===== src/rtl/regfile_wb_arbiter_pkg.sv =====
// Shared widths and level constants for the register-file
// writeback arbiter and its pending-write scoreboard.
package regfile_wb_arbiter_pkg;

  localparam int REG_ADDR_W = 5;
  localparam int DATA_W     = 32;
  localparam int NUM_REGS   = 32;

  localparam logic RST_ENABLE = 1'b1;
  localparam logic VALID      = 1'b1;

endpackage


===== src/rtl/regfile_wb_arbiter_wb_scoreboard.sv =====
// Pending-write scoreboard for multi-cycle destinations:
// set on issue, clear on writeback grant, set wins.
module wb_scoreboard
  import regfile_wb_arbiter_pkg::*;
(
  input  logic                  clk,
  input  logic                  rst,
  input  logic                  set_en,
  input  logic [REG_ADDR_W-1:0] set_addr,
  input  logic                  clr_en,
  input  logic [REG_ADDR_W-1:0] clr_addr,
  input  logic [REG_ADDR_W-1:0] rd_a_addr,
  input  logic [REG_ADDR_W-1:0] rd_b_addr,
  output logic                  rd_a_busy,
  output logic                  rd_b_busy,
  output logic [NUM_REGS-1:0]   busy_vec,
  output logic                  conflict
);

  logic [NUM_REGS-1:0] busy_q;
  logic [NUM_REGS-1:0] busy_d;
  logic                set_ok;
  logic                clr_same;
  logic                conflict_d;

  assign set_ok   = set_en && (set_addr != '0);
  assign clr_same = clr_en && (clr_addr == set_addr);

  always_comb begin
    busy_d = busy_q;
    if (clr_en)
      busy_d[clr_addr] = 1'b0;
    if (set_ok)
      busy_d[set_addr] = 1'b1;
    busy_d[0] = 1'b0;
  end

  // Re-issue to a register whose write is still outstanding
  assign conflict_d = set_ok && busy_q[set_addr] && !clr_same;

  always_ff @(posedge clk) begin
    if (rst == RST_ENABLE) begin
      busy_q   <= '0;
      conflict <= 1'b0;
    end else begin
      busy_q   <= busy_d;
      conflict <= conflict_d;
    end
  end

  assign busy_vec  = busy_q;
  assign rd_a_busy = busy_q[rd_a_addr];
  assign rd_b_busy = busy_q[rd_b_addr];

endmodule


===== src/rtl/regfile_wb_arbiter.sv =====
// Arbitrates the single register-file write port between EX
// and a multi-cycle unit, with MC anti-starvation.
module regfile_wb_arbiter
  import regfile_wb_arbiter_pkg::*;
#(
  parameter int STARVE_LIMIT = 4,
  parameter int CNT_W        = 3
) (
  input  logic                  clk,
  input  logic                  rst,
  input  logic                  ex_wr_valid,
  input  logic [REG_ADDR_W-1:0] ex_wr_addr,
  input  logic [DATA_W-1:0]     ex_wr_data,
  output logic                  ex_stall,
  input  logic                  mc_issue,
  input  logic [REG_ADDR_W-1:0] mc_issue_addr,
  input  logic                  mc_wr_valid,
  input  logic [REG_ADDR_W-1:0] mc_wr_addr,
  input  logic [DATA_W-1:0]     mc_wr_data,
  output logic                  mc_wr_ready,
  output logic                  rf_write,
  output logic [REG_ADDR_W-1:0] rf_write_addr,
  output logic [DATA_W-1:0]     rf_write_data,
  input  logic [REG_ADDR_W-1:0] rd_a_addr,
  input  logic [REG_ADDR_W-1:0] rd_b_addr,
  output logic                  rd_a_busy,
  output logic                  rd_b_busy,
  output logic [NUM_REGS-1:0]   busy_vec,
  output logic                  mc_issue_conflict
);

  logic [CNT_W-1:0]      starve_cnt;
  logic                  at_limit;
  logic                  grant_mc;
  logic                  grant_ex;
  logic [REG_ADDR_W-1:0] wr_addr;
  logic [DATA_W-1:0]     wr_data;

  assign at_limit = (starve_cnt == CNT_W'(STARVE_LIMIT));

  // Both grants are forced low while reset is asserted
  assign grant_mc = (rst != RST_ENABLE) && (mc_wr_valid == VALID)
                    && (!ex_wr_valid || at_limit);
  assign grant_ex = (rst != RST_ENABLE) && (ex_wr_valid == VALID)
                    && !grant_mc;

  assign mc_wr_ready = grant_mc;
  assign ex_stall    = (rst != RST_ENABLE) && ex_wr_valid && grant_mc;

  assign wr_addr = grant_mc ? mc_wr_addr : ex_wr_addr;
  assign wr_data = grant_mc ? mc_wr_data : ex_wr_data;

  always_ff @(posedge clk) begin
    if (rst == RST_ENABLE) begin
      starve_cnt <= '0;
    end else if (grant_mc || !mc_wr_valid) begin
      starve_cnt <= '0;
    end else if (!at_limit) begin
      starve_cnt <= starve_cnt + 1'b1;
    end
  end

  always_ff @(posedge clk) begin
    if (rst == RST_ENABLE) begin
      rf_write      <= 1'b0;
      rf_write_addr <= '0;
      rf_write_data <= '0;
    end else if (grant_mc || grant_ex) begin
      rf_write      <= (wr_addr != '0);
      rf_write_addr <= wr_addr;
      rf_write_data <= wr_data;
    end else begin
      rf_write      <= 1'b0;
    end
  end

  wb_scoreboard u_sb (
    .clk       (clk),
    .rst       (rst),
    .set_en    (mc_issue),
    .set_addr  (mc_issue_addr),
    .clr_en    (grant_mc),
    .clr_addr  (mc_wr_addr),
    .rd_a_addr (rd_a_addr),
    .rd_b_addr (rd_b_addr),
    .rd_a_busy (rd_a_busy),
    .rd_b_busy (rd_b_busy),
    .busy_vec  (busy_vec),
    .conflict  (mc_issue_conflict)
  );

endmodule


===== config.mk =====
export PLATFORM = sky130hd
export DESIGN_NAME = regfile_wb_arbiter
export DESIGN_NICKNAME = d
export VERILOG_FILES = /design/src/rtl/regfile_wb_arbiter_pkg.sv /design/src/rtl/regfile_wb_arbiter_wb_scoreboard.sv /design/src/rtl/regfile_wb_arbiter.sv
export SDC_FILE = /design/constraint.sdc
export NUM_CORES = 1
export LEC_CHECK = 0
export BUFFER_PORTS_ARGS = -buffer_cell sky130_fd_sc_hd__buf_4
export CAP_MARGIN = 20
export CORE_ASPECT_RATIO = 0.5
export CORE_MARGIN = 2
export CORE_UTILIZATION = 42
export CTS_CLUSTER_SIZE = 28
export DETAILED_ROUTE_END_ITERATION = 16
export PLACE_DENSITY_LB_ADDON = 0.08
export SYNTH_ARGS = -nofsm -noshare
export SYNTH_HDL_FRONTEND = slang
export SYNTH_SLANG_ARGS = --single-unit

===== constraint.sdc =====
create_clock -name clk -period 4.05 [get_ports clk]
set_clock_uncertainty 0.05 [all_clocks]
set_input_delay 1.215 -clock clk [delete_from_list [all_inputs] [get_ports clk]]
set_output_delay 1.215 -clock clk [all_outputs]
set_load 0.05 [all_outputs]

==> impl_metrics.py <==
metrics = {
    "run_status": {
        "outcome": "finished, violations left",
        "violations": "setup timing",
    },
    "synth": {
        "ys_dominant_reg_cell": "dfxtp_1",
        "ys_ff_latch": 73,
        "synth_top_area_share_pct": 35.09,
        "async_flop_share_pct": 0,
        "netlist_instances": 445,
        "syn_nets": 541,
        "synth_commonest_cells": "dfxtp_1, mux2i_1, nor2_1",
        "yosysTopAreaCell": "dfxtp_1",
        "synth_area_um2": 4165,
        "ys_types": 48,
        "yosysMostFrequentCell": "dfxtp_1",
        "ys_top_cells_by_area": "dfxtp_1, mux2i_1, a211oi_1, mux2_2, nor2_1",
        "yosys_warnings": 0,
        "seq_area_frac_synth_pct": 35.09,
        "synth_edf_count": 0,
        "syn_avg_cell_area_um2": 9.360,
    },
    "clock_tree": {
        "h-tree-depth": 3,
        "post_cts_buffers": 0,
        "cts-root-buf": "clkbuf_16",
        "cts_inserted_buffers": 9,
        "cts_sinks": 73,
        "cts_tree": "yes",
        "cts.clk_slew.worst_paths_ns": 0.06,
        "clkLatencyLatePin_ns": 0.32,
        "clockBufferDepth": 2,
        "ctsHoldBuffers": 0,
    },
    "floorplan": {
        "start_util_pct": 43.66,
        "dieArea_um2": 10780,
        "die_h_um": 74.42,
        "die_width_um": 144.8,
        "rows": 25,
        "num_io_pins": 169,
        "core_um2": 9540,
    },
    "worst_setup_path": {
        "crit_end": "rd_a_busy",
        "reg2reg_depth": 7,
        "cp.required_ns": 2.78,
        "end_kind": "output port",
        "slowest_stage": "mux4_2",
        "regToRegEndpoint": "rf_write_data[3]",
        "path_common_cell": "buf_8",
        "slowest_delay_ns": 0.48,
        "path_max_fanout": 3,
        "cp.depth": 6,
        "crit_family": "multiplexers",
        "crit_path_start_kind": "primary input",
        "r2r_start": "starve_cnt[0]",
        "critical_path_class": "in -> out",
        "reg2reg_slack_ns": 1.92,
        "path_cells": "buf_8 -> mux4_2 -> mux2_4 -> and3_4 -> or4_4 -> buf_8",
        "cp-startpoint": "rd_a_addr[0]",
        "path_buf_inv": 2,
        "worstPathArrival_ns": 2.81,
    },
    "place": {
        "io_buffers": 167,
        "placedCellCount": 715,
        "gp_congestion": 0.8582,
        "dp_slack_ns": -0.1223,
        "dp_hpwl_mm": 9.575,
    },
    "hold_path": {
        "min_path_type": "reg -> reg",
        "holdCritStartpoint": "rf_write_data[18]",
    },
    "sta": {
        "period_share_pct": 100.5,
        "hold_violations": 0,
        "slew-limit-headroom_pct": 56.22,
        "finalSetupViolCount": 2,
        "fmax_mhz": 245.7,
        "slew_violations": 0,
        "period_needed_ns": 4.071,
        "fin_ws_ns": -0.02058,
        "tns_ns": -0.03913,
        "worst_pin_slew_ns": 0.6554,
        "rsz0062_at_grt": "true",
    },
    "finish": {
        "multiInputGateArea_um2": 2501,
        "final_util_pct": 60.88,
        "fin_cells": 729,
        "antennaDiodeCount": 0,
        "seqCellArea_um2": 1461,
        "area_growth_syn_to_layout_pct": 39.44,
        "drive_gt1_share_pct": 38.22,
        "nNetsFinal": 687,
        "fillCellCount": 842,
    },
    "routing": {
        "drt-initial-drc-count": 206,
        "drtAntennaViolNets": 0,
        "vias": 4017,
        "drc_errors": 0,
        "via_per_inst": 5.510,
        "firstDrtPassIters": 4,
        "wl_mm": 12.75,
        "wl_per_cell_um": 17.49,
    },
    "power_and_ir_drop": {
        "p_per_area_nw_per_um2": 342.2,
        "power_uw": 1987,
        "peakVddDrop_mv": 0.2055,
        "power.leakage_uw": 0.002469,
    },
    "global_route": {
        "grt_pass1_vias": 3792,
        "antenna_found_initial": 0,
        "grt_max_degree": 47,
        "grt_pass1_wl_mm": 19.53,
        "track_usage_pct": 23.69,
        "grt-ovfl-total": 0,
    },
    "job": {
        "drv_cap": 0,
    },
}
## worst min path at each step
stage          cells past startpoint                end
2_1_floorplan                      2      starve_cnt[0]
3_3_place_gp                       2  rf_write_data[25]
3_5_place_dp                       2  rf_write_data[18]
4_1_cts                            2  rf_write_data[25]
5_1_grt                            2  rf_write_data[15]
6_report                           2  rf_write_data[18]
## layout make-up
cell class	instances	share of cell area (%)
multi-input cells	323	43.06
flip-flops and latches	73	25.16
repair buffers	178	23.59
clock buffers	9	3.878
well taps	135	2.908
clock inverters	5	1.012
inverters	6	0.3878
## power by group
part / switching [uW] / leakage, uW / total, uW / internal (uW)
sequential: 22.7 / 0.000600 / 777 / 754
clock: 289 / 0.000133 / 758 / 469
combinational: 272 / 0.00174 / 452 / 180
## per-stage QoR
step | hold WS (ns) | cell area [um^2]
after floorplan | 0.4517 | 4188
after global placement | 0.4377 | 5492
after detailed placement | 0.4411 | 5492
after CTS | 0.4489 | 5779
after global routing | 0.4647 | 5808
final | 0.4452 | 5808
## layout by cell type (no fill, tap or decap), drive strengths merged, types with 9 or more instances in the layout
cell type / Yosys / layout
mux2: 16 / 16
dfxtp: 73 / 73
a211oi: 39 / 39
mux2i: 49 / 49
and3: 10 / 10
clkbuf: 32 / 9
o21ai: 25 / 25
nor2: 47 / 47
mux4: 11 / 11
o311ai: 12 / 12
nand2: 12 / 12
o211ai: 16 / 16
nor2b: 12 / 12
buf: 11 / 178
## worst reg2reg max path, delay by kind of cell, from the launching register on
kind                     cells  cell delay, ns
AND/OR/NAND/NOR              1            0.18
buffers and inverters        2            0.58
multiplexers                 1            0.36
flip-flops                   1            0.31
adder cells (fa/ha/maj)      1            0.19
AO/OA/AOI/OAI                2            0.34
## registers in the layout (all words and copies together), names as in the netlist
name,cells
u_sb.busy_vec,31
rf_write,1
rf_write_data,32
starve_cnt,3
u_sb.conflict,1
rf_write_addr,5
## cells by family after synthesis
logic type / share of synthesized area (%)
XOR/XNOR: 1.051
AO/OA/AOI/OAI: 20.28
flip-flops: 35.09
multiplexers: 22.59
adder cells (fa/ha/maj): 0.6007
buffers and inverters: 5.047
AND/OR/NAND/NOR: 15.26
other: 0.09003
## layer usage
layer / GRT usage [%] / share of wire [%] / vias to the layer above
met5: 0 / 0 / -
li1: - / - / 1983
met3: 6.954 / 7.8 / 14
met4: 7.875 / 1.6 / 0
met1: 29.86 / 44 / 1869
met2: 39.62 / 47 / 151
## timing repair
action,in CTS,in global routing
pin swaps,0,0
setup endpoints to repair,2,2
resized for setup,11,7
hold endpoints to repair,0,0
gates cloned,0,0
Note: power is estimated with default switching activity, not from simulation.
